$ cat src/rtl/my_cpu16_seq_if.sv
// Instruction-fetch bus between the sequencer (master) and instruction memory (slave).
// Signals: mem_req/mem_addr from the sequencer, mem_ack/mem_data returned by memory.
// mem_ack qualifies mem_data and is only meaningful while mem_req is high.
interface my_cpu16_seq_if;
  logic        mem_req;
  logic [15:0] mem_addr;
  logic        mem_ack;
  logic [15:0] mem_data;

  modport master (output mem_req, output mem_addr, input mem_ack, input mem_data);
  modport slave  (input mem_req, input mem_addr, output mem_ack, output mem_data);
endinterface

$ cat src/rtl/my_cpu16_seq.sv
// Multi-cycle fetch/decode/execute/writeback sequencer for the 16-bit CPU; owns PC and IR.
// Latency: 4 cycles per instruction with first-cycle mem_ack, +1 per extra fetch wait cycle.
// Backpressure: FETCH holds mem_req/mem_addr until mem_ack; no ack within MEM_TIMEOUT cycles halts with error.
// Ports: clk, rst (async active-high), run, bus (fetch interface, master), is_legal, ir, reg_we,
//        pc, state, halted, err, err_code, retired. Optional CPU16_SEQ_STEP_EN adds input step
//        (rising edge runs one instruction from IDLE).
module my_cpu16_seq #(
  parameter logic [15:0] RESET_PC    = 16'h0000,
  parameter int unsigned PC_INC      = 2,
  parameter int unsigned MEM_TIMEOUT = 15,
  parameter logic [15:0] HALT_OP     = 16'hFFFF
) (
  input  logic                  clk,
  input  logic                  rst,
  input  logic                  run,
`ifdef CPU16_SEQ_STEP_EN
  input  logic                  step,
`endif
  my_cpu16_seq_if.master        bus,
  input  logic                  is_legal,
  output logic [15:0]           ir,
  output logic                  reg_we,
  output logic [15:0]           pc,
  output logic [2:0]            state,
  output logic                  halted,
  output logic                  err,
  output logic [1:0]            err_code,
  output logic [15:0]           retired
);

  typedef enum logic [2:0] {
    S_IDLE   = 3'd0,
    S_FETCH  = 3'd1,
    S_DECODE = 3'd2,
    S_EXEC   = 3'd3,
    S_WB     = 3'd4,
    S_HALT   = 3'd5
  } state_t;

  // The counter is compared before it increments, so the last allowed wait is MEM_TIMEOUT-1.
  localparam logic [7:0]  TIMEOUT_LAST = 8'(MEM_TIMEOUT - 1);
  localparam logic [15:0] PC_STEP      = 16'(PC_INC);

  state_t     st;
  logic [7:0] wait_cnt;
  logic       mem_req_q;
  logic       go;

`ifdef CPU16_SEQ_STEP_EN
  // Registered edge detect: step_pulse is high for one cycle after step rises.
  logic step_q;
  logic step_pulse;

  always_ff @(posedge clk or posedge rst) begin
    if (rst) begin
      step_q     <= 1'b0;
      step_pulse <= 1'b0;
    end else begin
      step_q     <= step;
      step_pulse <= step & ~step_q;
    end
  end

  assign go = run | step_pulse;
`else
  assign go = run;
`endif

  assign state        = st;
  assign bus.mem_req  = mem_req_q;
  assign bus.mem_addr = pc;

  always_ff @(posedge clk or posedge rst) begin
    if (rst) begin
      st        <= S_IDLE;
      pc        <= RESET_PC;
      ir        <= 16'h0000;
      mem_req_q <= 1'b0;
      reg_we    <= 1'b0;
      halted    <= 1'b0;
      err       <= 1'b0;
      err_code  <= 2'd0;
      retired   <= 16'h0000;
      wait_cnt  <= 8'd0;
    end else begin
      case (st)
        S_IDLE: begin
          if (go) begin
            st        <= S_FETCH;
            mem_req_q <= 1'b1;
            wait_cnt  <= 8'd0;
          end
        end
        S_FETCH: begin
          // An ack on the timeout edge still wins.
          if (bus.mem_ack) begin
            ir        <= bus.mem_data;
            wait_cnt  <= 8'd0;
            mem_req_q <= 1'b0;
            st        <= S_DECODE;
          end else begin
            wait_cnt <= wait_cnt + 8'd1;
            if (wait_cnt == TIMEOUT_LAST) begin
              mem_req_q <= 1'b0;
              halted    <= 1'b1;
              err       <= 1'b1;
              err_code  <= 2'd1;
              st        <= S_HALT;
            end
          end
        end
        S_DECODE: begin
          if (ir == HALT_OP) begin
            halted <= 1'b1;
            st     <= S_HALT;
          end else if (!is_legal) begin
            halted   <= 1'b1;
            err      <= 1'b1;
            err_code <= 2'd2;
            st       <= S_HALT;
          end else begin
            st <= S_EXEC;
          end
        end
        S_EXEC: begin
          // Raising reg_we here makes it a single-cycle pulse aligned with WB.
          reg_we <= 1'b1;
          st     <= S_WB;
        end
        S_WB: begin
          reg_we  <= 1'b0;
          pc      <= pc + PC_STEP;
          retired <= retired + 16'd1;
          if (run) begin
            mem_req_q <= 1'b1;
            wait_cnt  <= 8'd0;
            st        <= S_FETCH;
          end else begin
            st <= S_IDLE;
          end
        end
        S_HALT: begin
          st <= S_HALT;
        end
        default: begin
          st <= S_IDLE;
        end
      endcase
    end
  end

endmodule

$ cat src/flat_wrapper.sv
// flat-port wrapper written by rule: the top's interface ports become plain ports
module my_cpu16_seq_flat 
#(
  parameter logic [15:0] RESET_PC    = 16'h0000,
  parameter int unsigned PC_INC      = 2,
  parameter int unsigned MEM_TIMEOUT = 15,
  parameter logic [15:0] HALT_OP     = 16'hFFFF
)
  (clk, rst, run, is_legal, ir, reg_we, pc, state, halted, err, err_code, retired, bus_mem_req, bus_mem_addr, bus_mem_ack, bus_mem_data);
  my_cpu16_seq_if bus_i ();
  input  logic clk;
  input  logic rst;
  input  logic run;
  input  logic is_legal;
  output logic [15:0] ir;
  output logic reg_we;
  output logic [15:0] pc;
  output logic [2:0] state;
  output logic halted;
  output logic err;
  output logic [1:0] err_code;
  output logic [15:0] retired;
  output wire logic [$bits(bus_i.mem_req)-1:0] bus_mem_req;
  output wire logic [$bits(bus_i.mem_addr)-1:0] bus_mem_addr;
  input wire logic [$bits(bus_i.mem_ack)-1:0] bus_mem_ack;
  input wire logic [$bits(bus_i.mem_data)-1:0] bus_mem_data;
  assign bus_mem_req = bus_i.mem_req;
  assign bus_mem_addr = bus_i.mem_addr;
  assign bus_i.mem_ack = bus_mem_ack;
  assign bus_i.mem_data = bus_mem_data;
  my_cpu16_seq #(.RESET_PC(RESET_PC), .PC_INC(PC_INC), .MEM_TIMEOUT(MEM_TIMEOUT), .HALT_OP(HALT_OP)) u_core (.clk(clk), .rst(rst), .run(run), .bus(bus_i), .is_legal(is_legal), .ir(ir), .reg_we(reg_we), .pc(pc), .state(state), .halted(halted), .err(err), .err_code(err_code), .retired(retired));
endmodule
$ cat config.mk
export PLATFORM = sky130hd
export DESIGN_NAME = my_cpu16_seq_flat
export DESIGN_NICKNAME = d
export VERILOG_FILES = /design/src/rtl/my_cpu16_seq_if.sv /design/src/rtl/my_cpu16_seq.sv /design/src/flat_wrapper.sv
export SDC_FILE = /design/constraint.sdc
export NUM_CORES = 1
export LEC_CHECK = 0
export CORE_MARGIN = 5
export CORE_UTILIZATION = 50
export CTS_CLUSTER_SIZE = 20
export DETAILED_ROUTE_END_ITERATION = 8
export PLACE_DENSITY = 0.85
export SETUP_SLACK_MARGIN = 0.4
export SYNTH_ARGS = -nofsm -noshare
export SYNTH_HDL_FRONTEND = slang
export SYNTH_SLANG_ARGS = --single-unit
export TNS_END_PERCENT = 10
$ cat constraint.sdc
create_clock -name clk -period 4.3 [get_ports clk]
set_input_delay 0.645 -clock clk [delete_from_list [all_inputs] [get_ports clk]]
set_output_delay 0.645 -clock clk [all_outputs]
set_load 0.05 [all_outputs]
# --- Word level (Yosys, flattened, before mapping) ---
# Cells that the tools add are included.
classes:
  add_sub_neg: 3
  eq_ne: 15
  muxes: 27
  reduce_logical: 11
op_table:
  columns: ["cell", "count"]
  rows:
  - ["$pmux W3 S6", 1]
  - ["$add A16 B1 Y16 const B", 1]
  - ["$add A16 B2 Y16 const B", 1]
  - ["$eq A16 B16 Y1 const B", 1]
  - ["$mux W8", 2]
  - ["$pmux W8 S2", 1]
  - ["$mux W3", 5]
  - ["$mux W1", 9]
  - ["$add A8 B1 Y8 const B", 1]
  - ["$eq A8 B4 Y1 const B", 1]
  - ["$mux W2", 4]
  - ["$ne A2 B2 Y1 const B", 4]
  - ["$pmux W1 S2", 4]
  - ["$eq A3 B2 Y1 const B", 2]
  - ["$eq A3 B3 Y1 const B", 2]
  - ["$ne A3 B2 Y1 const B", 2]
  - ["$reduce_and A2 Y1", 3]
  - ["$reduce_bool A2 Y1", 3]
  - ["$reduce_and A5 Y1", 1]
  - ["$ne A2 B1 Y1 const B", 2]
  - ["$pmux W2 S2", 1]
  - ["$reduce_and A4 Y1", 1]
  - ["$eq A3 B1 Y1 const B", 1]
  - ["$logic_not A3 Y1", 1]
  - ["2 further kinds", 2]
totals:
  register_bits: 65
  input_bits: 21
  output_inout_bits: 73
  word_cells: 66

# --- Logic depth before layout (Yosys ltp) ---
# Gate-level depths: netlist (run 1).
depth:
  depth_word: 4
  depth_mapped: 6
  ltp_nobuf: 6

# --- Worst setup path before layout (run 1) ---
# No wires, ideal clock.
synth_path:
  kind: "register -> register"
  from: "register u_core.st[2] (netlist: u_core.state[2])"
  to: "register u_core.pc[13] (netlist: u_core.bus.mem_addr[13])"
  setup_time_ps: 142
  arrival_time_ps: 1948
  required_ps: 4158
  path_slack_ps: 2211
  path_stages_with_launch: 7
  n_path_buf: 2
  period_less_slack_ps: 2089
  cell_sequence: "dfrtp_1 -> buf_4 -> or3b_1 -> buf_6 -> nor4_4 -> nand3_1 -> xnor2_1"
synth_via:
  elab_chain_len: 1
synth_lines:
  columns: ["element", "line_no", "source"]
  rows:
  - ["start, declared", "my_cpu16_seq.sv:44", "state_t st;"]
  - ["start signal, assigned", "my_cpu16_seq.sv:75", "st <= S_IDLE;"]
  - ["start signal, assigned", "my_cpu16_seq.sv:89", "st <= S_FETCH;"]
  - ["start signal, assigned", "my_cpu16_seq.sv:100", "st <= S_DECODE;"]
  - ["$eq A3 B3 Y1", "my_cpu16_seq.sv:86", "case (st)"]
  - ["end signal, assigned", "my_cpu16_seq.sv:132", "pc <= pc + PC_STEP;"]
  - ["end, declared", "my_cpu16_seq.sv:23", "output logic [15:0] pc,"]
# No other way between the ends.
# A chain may end at the register's enable or synchronous reset.

# --- Worst setup path after layout (run 1) ---
layout_path:
  from: "register u_core.st[1] (netlist: u_core.state[1])"
  to: "output state[1]"
layout_rtl:
  columns: ["element", "line_no", "source"]
  rows:
  - ["end, declared", "flat_wrapper.sv:18", "output logic [2:0] state;"]
# No word-level cell between the ends.

==> results.md, run 1 <==
- Outcome: completed
- Post-DP HPWL: about 4900 um
- CTS Buffer Depth: 2
- RSZ-0062 raised after global routing: no
- Vias in the first global route: between 2000 and 2500
- Via density: approximately 5.4
- Leakage power: between 1.5 and 2 nW
- Final #Nets: 374
- Worst Path Max Fanout: 19
- Placer congestion estimate: just under 0.8
- WS Path Type: reg2out
- Min cycle time layout: 2550 ps
- Endpoint of the worst register-to-register path: u_core.retired[12]$_DFFE_PP0N_
- Total Routing Usage GR: a little under a fifth
- CTS tree: done
- FP Rows: 28
- Post-CTS sizing: 0
- Final Max Slew Viols: 0
- Crit share post-route: between 50% and 60%
- FMAX: between 0.3 and 0.4 GHz
- Clk_lat worst skew: around 320 ps
- Worst Hold End: u_core.retired[15]$_DFFE_PP0N_
- Setup repair bufs after CTS: 0
- Reg2Reg Launch Point: u_core.state[1]$_DFFE_PP0P_
- Clock-pin slew on the worst setup and hold paths: approximately 70 ps
- Most frequent cell after synthesis: dfrtp_1
- Worst path slowest cell: clkdlybuf4s50_1
- FF-to-FF path depth: 4
- Largest area contributor in the netlist: dfrtp_1
- Yosys top cell area share: about 54%
- # DRC: 0
- Final worst slack: 1750 ps
- Area delta synth->final: 34.2%
- Input/output buffers: 91
- Die Y: approximately 87 um
- Rel. slew slack: a little under three fifths
- Final WL: between 6000 and 7000 um
- WP data arrival: approximately 1900 ps
- Area of the core: slightly below 6000 sq um
- CP Buf/Inv Count: 1
- Reg2reg setup slack: 2210 ps
- Ratio of cells with drive above 1 in the final layout: approximately 9.9%
- TNS Setup: 0 ps
- Hold_sp: u_core.retired[15]$_DFFE_PP0N_
- Post-synth cell types: 39
- Initial Util: about 51%
- H-tree levels: 3
- Final setup violation count: 0
- Synth Register Bits: 64
- Via count: 2322
- CP max stage delay: approximately 940 ps
- MaxCap Viol Count: 0
- Critical Path Sink Type: output port
- Cells after Synth: roughly 270
- Sequential area share after synthesis: roughly 54%
- Dpl ws: roughly 1900 ps
- Mux cell area share after synthesis: under 10%
- Power per cell area: 717 nW/um^2
- Top-Level Pins: between 90 and 100
- DR iter-0 viols: 74
- Syn. warnings: 0
- Post-CTS Hold Fix Bufs: 0
- Num CTS Buffers: 9
- Synth Area in Compound Gates: approximately 7.8%
- Simple-Gate Fraction of Synth Area: roughly 15%
- Synth top area cells: dfrtp_1 54%, xnor2_1 7.0%, mux2_2 6.0%
- Worst-Margin Slew: 665 ps
- Number of enable flip-flop cells after synthesis: 0
- CTS root buf: clkbuf_8
- Die W: around 87 um
- WHS: about 470 ps
- Ys async rst share: 100%
- Startpoint Class: flip-flop
- Sink Count: 64
- Hold Vio Cnt, Final: 0
- Setup Skew: between 3 and 4 ps
- Worst Path Required: around 3700 ps
- Logic depth of the worst path, buffers included: 1
- Post-Synth Adder-Cell Area: around 1.7%
- Most used DFF post-synth: dfrtp_1
- Synth Area in XOR/XNOR: about 8.5%
- Hold path cells: 1
- Hold crit path type: reg2reg
- Crit-path cells: clkdlybuf4s50_1
- First-pass GRT wire length: roughly 11000 um
- N_diodes: 0
- ANT nets after route: 0
- Top Family by Delay on Critical Path: buffers and inverters
- Initial antenna violation count: 0
- Remaining Overflow, GRT: 0
- FILL cells: between 400 and 500
- Cell area after synthesis: 2980 sq um
- Largest net degree at the start of global routing: 34
- Routed WL per cell: around 15 um
- Die area: roughly 7600 sq um
- Top post-synthesis cells by count: 64 x dfrtp_1, 24 x xnor2_1, 20 x nand2_1, 19 x buf_4, 17 x nand4_1
- DRT Pass-1 Iters: 4
- Mean Syn Cell Area: approximately 11 sq um
- VDD IR-drop max: 0.634 mV
- Largest family of logic cells by synthesized area: simple AND/OR/NAND/NOR gates
-- stage by stage --
step | util (%) | area, sq um | total power (W) | cells
after floorplan | - | 2990 | 0.00198 | 269
after CTS | 68.4 | 4000 | 0.00290 | 428
after global placement | 65.5 | 3830 | 0.00240 | 413
after global routing | 68.4 | 4000 | 0.00301 | 428
final | 68.4 | 4000 | 0.00287 | 428
after detailed placement | 65.5 | 3830 | 0.00244 | 413
-- layout make-up --
type / count / area [sq um] / share of cell area (%)
clock inverters: 3 / 17.5 / 0.437
clock buffers: 12 / 155 / 3.88
repair buffers: 93 / 926 / 23.1
flip-flops and latches: 64 / 1600 / 40.0
multi-input cells: 174 / 1180 / 29.6
inverters: 7 / 26.3 / 0.656
well taps: 75 / 93.8 / 2.34
-- layer usage --
metal / global-route usage (%) / wire length, um / vias up
li1: - / - / 1094
met1: 22.5 / 2660 / 1124
met2: 29.8 / 3280 / 94
met3: 5.96 / 527 / 10
met4: 5.72 / 110 / 0
met5: 0 / 0 / -
-- flip-flops by register name, summed over array words and instances, names as in the netlist --
name                 cells
u_core.reg_we            1
u_core.err_code          2
u_core.state             3
u_core.bus.mem_addr     15
u_core.wait_cnt          8
u_core.err               1
u_core.bus.mem_req       1
u_core.ir               16
u_core.halted            1
u_core.retired          16
-- power by group --
group	leakage, nW	internal [W]	total (W)	switching [W]
logic	0.748	0.000508	0.00144	0.000930
registers	0.824	0.000774	0.000984	0.000210
clock network	0.0882	0.000236	0.000449	0.000213
total	1.66	0.00152	0.00287	0.00135
-- logic make-up (layout without fill, tap and decap cells) --
family / after synthesis / in the layout
flops: 64 / 64
simple gates: 86 / 86
fa+ha+maj: 4 / 4
xor+xnor: 29 / 29
other cells: 1 / 2
mux: 16 / 16
compound gates: 37 / 37
buf+inv: 31 / 115
-- worst max path at each step --
stage                                               end                   startpoint  slack, ps
floorplan           u_core.bus.mem_addr[10]$_DFFE_PP0N_                          rst       2060
global placement         u_core.bus.mem_req$_DFFE_PP0P_                  bus_mem_ack       2030
detailed placement       u_core.bus.mem_req$_DFFE_PP0P_                  bus_mem_ack       1950
CTS                                            state[1]  u_core.state[1]$_DFFE_PP0P_       1740
global route                                   state[1]  u_core.state[1]$_DFFE_PP0P_       1660
finish                                         state[1]  u_core.state[1]$_DFFE_PP0P_       1750
-- layout by cell type, fill, tap and decap left out, types with 2 or more instances in the layout --
cell type        Yosys  layout
o21ai_0             16      16
nand4_1             17      17
nand3_1             12      12
ha_1                 4       4
a21oi_1              4       4
clkbuf_8             0      11
a31oi_1              2       2
xnor2_1             24      24
dfrtp_1             64      64
and3_1               3       3
nor2b_1              2       2
clkinv_2             0       2
mux2_2              16      16
nor3_1               5       5
nand2_1             20      20
and4_1               2       2
clkdlybuf4s50_1      0      91
nor4_1               3       3
nor2_1              14      14
conb_1               1       2
inv_1                7       6
a41oi_1              2       2
xor2_1               5       5
buf_4               19       2
o31ai_1              5       5
nand2b_1             2       2
(Power assumes the default switching activity.)
==> run 2, diff against run 1 <==
--- a/config.mk
+++ b/config.mk
@@ -6,10 +6,10 @@
 export NUM_CORES = 1
 export LEC_CHECK = 0
 export CORE_MARGIN = 5
-export CORE_UTILIZATION = 50
+export CORE_UTILIZATION = 46
 export CTS_CLUSTER_SIZE = 20
 export DETAILED_ROUTE_END_ITERATION = 8
-export PLACE_DENSITY = 0.85
+export PLACE_DENSITY = 0.79
 export SETUP_SLACK_MARGIN = 0.4
 export SYNTH_ARGS = -nofsm -noshare
 export SYNTH_HDL_FRONTEND = slang
==> constraint.sdc (replaced) <==
create_clock -name clk -period 2.4 [get_ports clk]
set_input_delay 0.36 -clock clk [delete_from_list [all_inputs] [get_ports clk]]
set_output_delay 0.36 -clock clk [all_outputs]
set_load 0.05 [all_outputs]
==> run 2 against run 1 <==
  * Via count down 3.8%
  * Clock skew increased by 4.4 ps
  * Die area rose by 7.7%
  * Largest power group unchanged
  * Register-to-register slack got worse by 1700 ps
==> results.md, run 2 (synthesis results as in run 1) <==
- DRT Pass-1 Iters: 4
- FF-to-FF path depth: 4
- Initial antenna violation count: 0
- VDD IR-drop max: between 0.9 and 1 mV
- Die W: 90.5 um
- Hold crit path type: in2async
- Logic depth of the worst path, buffers included: 1
- Comb pwr share: 49.9%
- First-pass GRT wire length: approximately 11000 um
- Final worst slack: around 400 ps
- Top-Level Pins: 94
- Area of the core: 6310 sq um
- CTS Buffer Depth: 2
- Crit-path cells: clkdlybuf4s50_1
- P_sw: around 0.0025 W
- WHS: around 440 ps
- Post-route cell area: around 4100 sq um
- Outcome: completed
- CTS tree: done
- Vias in the first global route: 2267
- Final Max Slew Viols: 0
- Switching share of power: between 40% and 50%
- Area delta synth->final: 36.1%
- # DRC: 0
- Most frequent cells in the layout: 89 x clkdlybuf4s50_1, 63 x dfrtp_1, 24 x xnor2_1
- Critical Path Sink Type: output port
- Final #Nets: approximately 380
- Clock-pin slew on the worst setup and hold paths: approximately 80 ps
- Num CTS Buffers: 9
- Setup Skew: ~8 ps
- Via count: 2234
- TNS Setup: 0 ps
- ANT nets after route: 0
- Clock share of power: between 10% and 20%
- Power, Total: around 0.0052 W
- Largest net degree at the start of global routing: 65
- Routed WL per cell: between 15 and 20 um
- Die Y: 90.5 um
- Leakage power: between 1.5 and 2 nW
- Sink Count: 64
- MaxCap Viol Count: 0
- FILL cells: around 510
- Startpoint Class: flip-flop
- Most common cell after layout, fill and taps aside: clkdlybuf4s50_1
- Post-CTS Hold Fix Bufs: 0
- Dpl ws: ~350 ps
- Remaining Overflow, GRT: 0
- Placer congestion estimate: between 0.7 and 0.8
- FP Rows: 29
- P_int: ~0.0028 W
- Worst-Margin Slew: ~650 ps
- CTS root buf: clkbuf_8
- Via density: between 5 and 6
- N_diodes: 0
- H-tree levels: 3
- Reg2reg setup slack: about 540 ps
- Input/output buffers: 91
- Post-DP HPWL: approximately 4800 um
- Worst Path Max Fanout: 6
- FMAX: around 0.50 GHz
- CP Buf/Inv Count: 1
- DR iter-0 viols: between 90 and 100
- Worst path slowest cell: clkdlybuf4s50_1
- Top Family by Delay on Critical Path: buffers and inverters
- Final setup violation count: 0
- Initial Util: a little under half
- Final WL: ~6500 um
- Rel. slew slack: between 50% and 60%
- Ratio of cells with drive above 1 in the final layout: 11.5%
- Min cycle time layout: 2000 ps
- Cell Area, Placed: around 3900 sq um
- WS Path Type: reg2out
- WP data arrival: approximately 1600 ps
- RSZ-0062 raised after global routing: yes
- Worst Path Required: slightly above 2000 ps
- Hold Vio Cnt, Final: 0
- CP max stage delay: around 850 ps
- Seq pwr share: 32.8%
- Die area: slightly above 8000 sq um
- Crit share post-route: approximately 83%
- Clk_lat worst skew: 340 ps
- Power per cell area: 1290 nW/um^2
- Total Routing Usage GR: about 16%
[run 2: area by class of cell]
cell class	instances	area, sq um	share of cell area (%)
Multi-Input combinational cell	174	1190	29.3
Clock inverter	7	72.6	1.79
Sequential cell	64	1600	39.5
Clock buffer	9	124	3.05
Inverter	7	30.0	0.739
Tap cell	77	96.3	2.37
Timing Repair Buffer	94	947	23.3
[run 2: power by group through the flow]
stage	Sequential (W)	Combinational, W	Clock [W]
floorplan	0.00266	0.000893	0
global placement	0.00172	0.00260	0
detailed placement	0.00174	0.00263	0
CTS	0.00172	0.00263	0.000936
global route	0.00178	0.00277	0.000991
finish	0.00172	0.00262	0.000906
[run 2: final timing paths]
check,from,to
max reg2reg,u_core.state[0]$_DFFE_PP0P_,u_core.bus.mem_addr[15]$_DFFE_PP0N_
max,u_core.bus.mem_addr[1]$_DFFE_PP0N_,bus_mem_addr[1]
min reg2reg,u_core.retired[15]$_DFFE_PP0N_,u_core.retired[15]$_DFFE_PP0N_
max in group asynchronous,rst,u_core.state[2]$_DFFE_PP0P_
min,rst,u_core.retired[12]$_DFFE_PP0N_
min in group clk,u_core.retired[15]$_DFFE_PP0N_,u_core.retired[15]$_DFFE_PP0N_
[run 2: timing repair]
action	CTS	global route
endpoints found under the setup margin	12	41
buffers inserted	0	0
gates resized for setup	1	3
[run 2: through the flow]
| stage | cells | utilization (%) |
|---|---|---|
| 6_report | 432 | 64.3 |
| 5_1_grt | 432 | 64.3 |
| 4_1_cts | 432 | 64.2 |
| 3_5_place_dp | 416 | 61.1 |
| 3_3_place_gp | 416 | 61.1 |
| 2_1_floorplan | 269 | - |
[run 2: layer usage]
metal | global-route usage (%) | vias up | part of all wire [%]
met2 | 26.4 | 69 | 49
met4 | 7.07 | 0 | 0.89
met5 | 0 | - | 0
met3 | 4.08 | 5 | 7.4
li1 | - | 1103 | -
met1 | 20.7 | 1057 | 43
